### src/rtl/hazard_stall_ctrl_if.sv
// hazard_stall_ctrl_if: bundle between the pipeline and the hazard/stall controller.
//   master: the pipeline side. It drives the IF/ID fields and the ID_EX/EX_MEM hazard
//           sources, and it receives the control enables and the perf counters.
//   slave : the controller side. It uses the opposite directions.
//   Signals:
//     opcode_id, rs_id, rt_id           instruction in IF/ID
//     Memread_ex, Regwrite_ex, dst_ex   producer in EX
//     Memread_mem, dst_mem              producer in MEM
//     branch_taken_id                   branch comparator result in ID
//     muxcond, pcwrite, ifidwrite,      control outputs
//     ifidflush
//     stall_cnt, flush_cnt              saturating perf counters
interface hazard_stall_ctrl_if #(parameter int CNT_W = 16);
    logic [5:0]       opcode_id;
    logic [4:0]       rs_id;
    logic [4:0]       rt_id;
    logic             Memread_ex;
    logic             Regwrite_ex;
    logic [4:0]       dst_ex;
    logic             Memread_mem;
    logic [4:0]       dst_mem;
    logic             branch_taken_id;
    logic [5:0]       muxcond;
    logic             pcwrite;
    logic             ifidwrite;
    logic             ifidflush;
    logic [CNT_W-1:0] stall_cnt;
    logic [CNT_W-1:0] flush_cnt;
    modport master (
        output opcode_id, rs_id, rt_id, Memread_ex, Regwrite_ex, dst_ex,
               Memread_mem, dst_mem, branch_taken_id,
        input  muxcond, pcwrite, ifidwrite, ifidflush, stall_cnt, flush_cnt
    );
    modport slave (
        input  opcode_id, rs_id, rt_id, Memread_ex, Regwrite_ex, dst_ex,
               Memread_mem, dst_mem, branch_taken_id,
        output muxcond, pcwrite, ifidwrite, ifidflush, stall_cnt, flush_cnt
    );
endinterface

### src/rtl/hazard_stall_ctrl.sv
// hazard_stall_ctrl: hazard/stall controller for the 5-stage pipeline. It feeds the ID_EX register.
//   clk : rising-edge clock
//   rst : synchronous, active-low reset. While it is low, the outputs are forced to the
//         reset pattern (bubble, hold PC and IF/ID, flush IF/ID).
//   bus : hazard_stall_ctrl_if.slave. It carries the IF/ID fields, the EX and MEM
//         producer info and the branch result in. It carries muxcond, pcwrite,
//         ifidwrite, ifidflush and the stall/flush counters out.
module hazard_stall_ctrl #(
    parameter int         CNT_W  = 16,
    parameter logic [5:0] BEQ_OP = 6'b000100,
    parameter logic [5:0] BNE_OP = 6'b000101,
    parameter logic [5:0] J_OP   = 6'b000010,
    parameter logic [5:0] JAL_OP = 6'b000011
) (
    input logic                clk,
    input logic                rst,
    hazard_stall_ctrl_if.slave bus
);
    typedef enum logic [1:0] {RUN = 2'd0, STALL2 = 2'd1, STALL1 = 2'd2} state_t;
    state_t           state, state_n;
    logic             is_jmp, uses_rs, uses_rt, is_br, hit_ex, hit_mem;
    logic             lu, br_alu, br_ld_ex, br_ld_mem, stall, flush, go;
    logic [CNT_W-1:0] stall_cnt, flush_cnt;
    assign is_jmp  = bus.opcode_id == J_OP || bus.opcode_id == JAL_OP;
    assign uses_rs = !is_jmp;
    assign uses_rt = bus.opcode_id == 6'b000000 || bus.opcode_id == BEQ_OP ||
                     bus.opcode_id == BNE_OP || bus.opcode_id == 6'b101011;
    assign is_br   = bus.opcode_id == BEQ_OP || bus.opcode_id == BNE_OP;
    // $0 is hardwired to zero, so it can never be a producer.
    assign hit_ex  = bus.dst_ex != 5'd0 &&
                     ((uses_rs && bus.rs_id == bus.dst_ex) || (uses_rt && bus.rt_id == bus.dst_ex));
    assign hit_mem = bus.dst_mem != 5'd0 &&
                     ((uses_rs && bus.rs_id == bus.dst_mem) || (uses_rt && bus.rt_id == bus.dst_mem));
    assign lu        = bus.Memread_ex && hit_ex;
    assign br_alu    = is_br && bus.Regwrite_ex && !bus.Memread_ex && hit_ex;
    assign br_ld_ex  = is_br && bus.Memread_ex && hit_ex;
    assign br_ld_mem = is_br && bus.Memread_mem && hit_mem;
    // Every non-RUN state stalls unconditionally. An illegal encoding stalls once and then returns to RUN.
    always_comb begin
        state_n = RUN;
        stall   = 1'b1;
        flush   = 1'b0;
        case (state)
            RUN: begin
                stall   = lu || br_alu || br_ld_ex || br_ld_mem;
                flush   = !stall && ((is_br && bus.branch_taken_id) || is_jmp);
                state_n = br_ld_ex ? STALL1 : RUN;
            end
            STALL2:  state_n = STALL1;
            default: state_n = RUN;
        endcase
    end
    assign go            = rst && !stall;
    assign bus.muxcond   = go ? 6'd1 : 6'd0;
    assign bus.pcwrite   = go;
    assign bus.ifidwrite = go;
    assign bus.ifidflush = !rst || flush;
    assign bus.stall_cnt = stall_cnt;
    assign bus.flush_cnt = flush_cnt;
    always_ff @(posedge clk) begin
        if (!rst) begin
            state     <= RUN;
            stall_cnt <= '0;
            flush_cnt <= '0;
        end else begin
            state <= state_n;
            if (stall && !(&stall_cnt)) stall_cnt <= stall_cnt + CNT_W'(1);
            if (flush && !(&flush_cnt)) flush_cnt <= flush_cnt + CNT_W'(1);
        end
    end
endmodule

### src/flat_wrapper.sv
// flat-port wrapper written by rule: the top's interface ports become plain ports
module hazard_stall_ctrl_flat 
#(
    parameter int         CNT_W  = 16,
    parameter logic [5:0] BEQ_OP = 6'b000100,
    parameter logic [5:0] BNE_OP = 6'b000101,
    parameter logic [5:0] J_OP   = 6'b000010,
    parameter logic [5:0] JAL_OP = 6'b000011
)
  (clk, rst, bus_opcode_id, bus_rs_id, bus_rt_id, bus_Memread_ex, bus_Regwrite_ex, bus_dst_ex, bus_Memread_mem, bus_dst_mem, bus_branch_taken_id, bus_muxcond, bus_pcwrite, bus_ifidwrite, bus_ifidflush, bus_stall_cnt, bus_flush_cnt);
  hazard_stall_ctrl_if #(.CNT_W(CNT_W)) bus_i ();
  input logic clk;
  input logic rst;
  input wire logic [$bits(bus_i.opcode_id)-1:0] bus_opcode_id;
  input wire logic [$bits(bus_i.rs_id)-1:0] bus_rs_id;
  input wire logic [$bits(bus_i.rt_id)-1:0] bus_rt_id;
  input wire logic [$bits(bus_i.Memread_ex)-1:0] bus_Memread_ex;
  input wire logic [$bits(bus_i.Regwrite_ex)-1:0] bus_Regwrite_ex;
  input wire logic [$bits(bus_i.dst_ex)-1:0] bus_dst_ex;
  input wire logic [$bits(bus_i.Memread_mem)-1:0] bus_Memread_mem;
  input wire logic [$bits(bus_i.dst_mem)-1:0] bus_dst_mem;
  input wire logic [$bits(bus_i.branch_taken_id)-1:0] bus_branch_taken_id;
  output wire logic [$bits(bus_i.muxcond)-1:0] bus_muxcond;
  output wire logic [$bits(bus_i.pcwrite)-1:0] bus_pcwrite;
  output wire logic [$bits(bus_i.ifidwrite)-1:0] bus_ifidwrite;
  output wire logic [$bits(bus_i.ifidflush)-1:0] bus_ifidflush;
  output wire logic [$bits(bus_i.stall_cnt)-1:0] bus_stall_cnt;
  output wire logic [$bits(bus_i.flush_cnt)-1:0] bus_flush_cnt;
  assign bus_i.opcode_id = bus_opcode_id;
  assign bus_i.rs_id = bus_rs_id;
  assign bus_i.rt_id = bus_rt_id;
  assign bus_i.Memread_ex = bus_Memread_ex;
  assign bus_i.Regwrite_ex = bus_Regwrite_ex;
  assign bus_i.dst_ex = bus_dst_ex;
  assign bus_i.Memread_mem = bus_Memread_mem;
  assign bus_i.dst_mem = bus_dst_mem;
  assign bus_i.branch_taken_id = bus_branch_taken_id;
  assign bus_muxcond = bus_i.muxcond;
  assign bus_pcwrite = bus_i.pcwrite;
  assign bus_ifidwrite = bus_i.ifidwrite;
  assign bus_ifidflush = bus_i.ifidflush;
  assign bus_stall_cnt = bus_i.stall_cnt;
  assign bus_flush_cnt = bus_i.flush_cnt;
  hazard_stall_ctrl #(.CNT_W(CNT_W), .BEQ_OP(BEQ_OP), .BNE_OP(BNE_OP), .J_OP(J_OP), .JAL_OP(JAL_OP)) u_core (.clk(clk), .rst(rst), .bus(bus_i));
endmodule
### config.mk
export PLATFORM = sky130hd
export DESIGN_NAME = hazard_stall_ctrl_flat
export DESIGN_NICKNAME = d
export VERILOG_FILES = /design/src/rtl/hazard_stall_ctrl_if.sv /design/src/rtl/hazard_stall_ctrl.sv /design/src/flat_wrapper.sv
export SDC_FILE = /design/constraint.sdc
export NUM_CORES = 1
export LEC_CHECK = 0
export ABC_CLOCK_PERIOD_IN_PS = 5900
export BUFFER_PORTS_ARGS = -buffer_cell sky130_fd_sc_hd__buf_2
export CELL_PAD_IN_SITES_DETAIL_PLACEMENT = 1
export CELL_PAD_IN_SITES_GLOBAL_PLACEMENT = 2
export CORE_MARGIN = 1
export CORE_UTILIZATION = 31
export CTS_BUF_LIST = sky130_fd_sc_hd__clkbuf_2
export DETAILED_ROUTE_END_ITERATION = 7
export PLACE_DENSITY_LB_ADDON = 0.1
export SETUP_SLACK_MARGIN = 0.02
export SYNTH_ARGS = -nofsm -noshare
export SYNTH_HDL_FRONTEND = slang
export SYNTH_SLANG_ARGS = --single-unit
### constraint.sdc
create_clock -name clk -period 5.9 [get_ports clk]
set_input_delay 0.295 -clock clk [delete_from_list [all_inputs] [get_ports clk]]
set_output_delay 0.295 -clock clk [all_outputs]
set_load 0.005 [all_outputs]
==> Implementation_results.wiki <==
{| class="wikitable"
! Metric !! Value
|-
| Signed area change from the synthesized netlist to the final layout || 21.1%
|-
| Count of placed standard cells in the final layout, fillers left out || 388
|-
| Biggest area consumer among synthesized cells || dfxtp_1
|-
| Number of sinks handled by clock tree synthesis || 33
|-
| Max Clk Rate || 0.421 GHz
|-
| Peak supply drop || 82.3 uV
|-
| DRC violations left || 0
|-
| Critical path's slowest cell || clkinv_1
|-
| Worst hold path type || primary input to register
|-
| Vias after detailed routing || 2020
|-
| Outcome || finished clean
|-
| Count of antenna-violating nets left after detailed routing || 0
|-
| Tot GR Track Use || 17.1%
|-
| Placed instance count || 380
|-
| Per-cell via count in the routed design || 5.21
|-
| Number of iterations in the first detailed-routing pass || 4
|-
| Net count, final || 344
|-
| Core Area || 6350 um^2
|-
| HPWL after DPL || 4350 um
|-
| Signal arrival time at the worst endpoint || 2080 ps
|-
| FP Rows || 29
|-
| Routed wire length || 5810 um
|-
| Worst slack at placement || 3370 ps
|-
| Headroom to the max-slew limit || 43.2%
|-
| Setup Skew || 31.6 ps
|-
| Most common cell type on the critical path || buf_2
|-
| Setup fix buffers added after clock tree synthesis || 0
|-
| Top-area cell type share of the netlist area || 32.5%
|-
| Number of setup violations in the final report || 0
|-
| Minimum setup slack in the final design || 3520 ps
|-
| Post-layout util || 38.8%
|-
| Share of synthesized area occupied by flip-flops and latches || 32.5%
|-
| Master cell of the clock root buffer || clkbuf_2
|-
| Vias in the first global route || 1951
|-
| Most repeated cell in the gate-level netlist after synthesis || dfxtp_1
|-
| Clock Pin Slew Worst Setup and Hold Paths || 160 ps
|-
| DIE AREA || 6890 um^2
|-
| Top cells by instance count after synthesis || dfxtp_1 (33), a21oi_1 (24), or3_1 (17)
|-
| Type of the setup path with the least slack || primary input to output port
|-
| Ordered list of cells on the worst path || buf_2, clkinv_1, nor3_1, buf_2
|-
| Maximum single-stage delay on the critical path || 750 ps
|-
| Number of DRC violations after detailed-routing iteration 0 || 57
|-
| Worst-margin pin slew || 847 ps
|-
| Synthesized area || 2040 um^2
|-
| Number of synthesized register bits || 33
|-
| Peak fanout along the critical path || 27
|-
| Synth unique cells || 45
|-
| Port Buffer Count || 67
|-
| Syn_area_per_cell || 8.28 um^2
|-
| Latest clock arrival within the worst-skew pair || 390 ps
|-
| Leakage power || 1.05 nW
|-
| Relative contribution of the clock network to total power || 35.9%
|-
| Minimum period implied by the final worst setup slack || 2380 ps
|-
| Post-CTS Resized || 0
|-
| Fraction of layout cells with a size suffix above 1 || 27.0%
|-
| Final weighted congestion in routability-driven placement || 0.772
|-
| Fin crit share || 40.3%
|-
| Crit path launch type || primary input
|-
| Total negative slack || 0 ps
|-
| Number of enable flip-flop cells after synthesis || 0
|-
| Clock buffer depth || 2
|-
| Floorplan die width || 83.0 um
|-
| Synth warnings || 0
|-
| Final hold violation count || 0
|-
| Most area-consuming cells after synthesis || dfxtp_1 (32%), xnor2_1 (6.5%), a21oi_1 (5.9%)
|-
| CTS tree || done
|-
| Internal power of the cells || 0.319 mW
|-
| Effective utilization at floorplan || 32.1%
|-
| Maximum number of pins on one net before global-route repair || 28
|-
| Part of the total power dissipated in sequential elements || 52.3%
|-
| Hold buffers post-CTS || 0
|-
| Reported net switching power || 0.110 mW
|-
| Switching part of the total power || 25.6%
|-
| Count of antenna diodes in the layout || 0
|-
| Power per Cell Area || 174 nW/um^2
|-
| Cells after Synth || 246
|-
| RSZ-0062 raised after global routing || false
|-
| Htree depth || 2
|-
| Die Span Y || 83.0 um
|-
| Max Slew Vio Count || 0
|-
| Category of the worst setup path capture point || output port
|-
| Wire length of the first global-routing pass || 9740 um
|-
| Primary FF master, synth || dfxtp_1
|-
| Combinational group share of total power || 11.7%
|-
| Num CTS Buffers || 5
|-
| Proportion of synthesized flip-flops having asynchronous set or reset || 0%
|-
| Initial antenna violation count || 0
|-
| CP required || 5610 ps
|-
| Boundary pin count || 73
|-
| Max Cap Viol || 0
|-
| GRT overflow || 0
|-
| Routed wire per std cell || 15.0 um
|}
layout by cell type (no fill, tap or decap), types with 3 or more instances in the layout:
master and n:
xnor2_1 15, and3_1 10, dfxtp_1 33, o21ai_0 16, o31ai_1 6, nor2_1 10
conb_1 5, and4_1 4, clkbuf_2 6, nand3_1 15, or3_1 17, nand2b_1 6
a21oi_1 24, mux2i_1 6, xor2_1 8, or4_1 5, buf_2 67, nor3_1 3
nand4_1 9, nand2_1 16
kinds of logic (layout without fill, tap and decap cells):
| group | after synthesis | count (layout) | share of synthesized area (%) |
|---|---|---|---|
| flops | 33 | 33 | 32.5 |
| mux | 7 | 7 | 3.50 |
| fa+ha+maj | 2 | 2 | 1.23 |
| buf+inv | 16 | 77 | 4.36 |
| xor+xnor | 23 | 23 | 9.90 |
| compound gates | 58 | 58 | 17.8 |
| other cells | 1 | 5 | 0.184 |
| simple gates | 106 | 106 | 30.6 |
state kept, by name, summed over array words and instances, names as in the netlist:
name                  flops
u_core.state              1
u_core.bus.stall_cnt     16
u_core.bus.flush_cnt     16
stage by stage:
step / hold WS [ps] / total power, mW / instance area [um^2]
2_1_floorplan: 447 / 0.259 / 2050
3_3_place_gp: 485 / 0.279 / 2400
3_5_place_dp: 494 / 0.280 / 2400
4_1_cts: 177 / 0.437 / 2460
5_1_grt: 188 / 0.452 / 2460
6_report: 211 / 0.428 / 2460
critical path: cells and delay by family:
family	cells	cell delay [ps]
buffers and inverters	3	1210
and+or+nand+nor	1	570
final cells by class:
cell class / count / area, um^2
Inverter: 2 / 7.51
Tap cell: 77 / 96.3
Timing Repair Buffer: 67 / 335
Fill cell: 803 / 3880
Multi-Input combinational cell: 201 / 1300
Clock inverter: 2 / 33.8
Clock buffer: 6 / 30.0
Sequential cell: 33 / 661
power groups by stage:
stage	registers (mW)	clock network [mW]	logic, mW
2_1_floorplan	0.229	0	0.0302
3_3_place_gp	0.229	0	0.0507
3_5_place_dp	0.229	0	0.0508
4_1_cts	0.224	0.162	0.0513
5_1_grt	0.225	0.171	0.0565
6_report	0.224	0.154	0.0502
worst paths after layout:
check | from | endpoint | slack [ps] | depth (start not counted)
max | rst | bus_pcwrite | 3520 | 4
min reg2reg | u_core.bus.stall_cnt[15] | u_core.bus.stall_cnt[15] | 510 | 2
min | bus_Memread_ex | u_core.state[1] | 210 | 3
max reg2reg | u_core.bus.flush_cnt[4] | u_core.bus.flush_cnt[14] | 3580 | 7
metal layers:
layer | global-route usage (%) | up-vias | wire [um]
li1 | - | 1030 | -
met1 | 24.3 | 939 | 2950
met2 | 25.8 | 49 | 2520
met3 | 4.17 | 2 | 302
met4 | 4.23 | 0 | 32
met5 | 0 | - | 0
No activity file was read; power rests on OpenSTA's default activity.
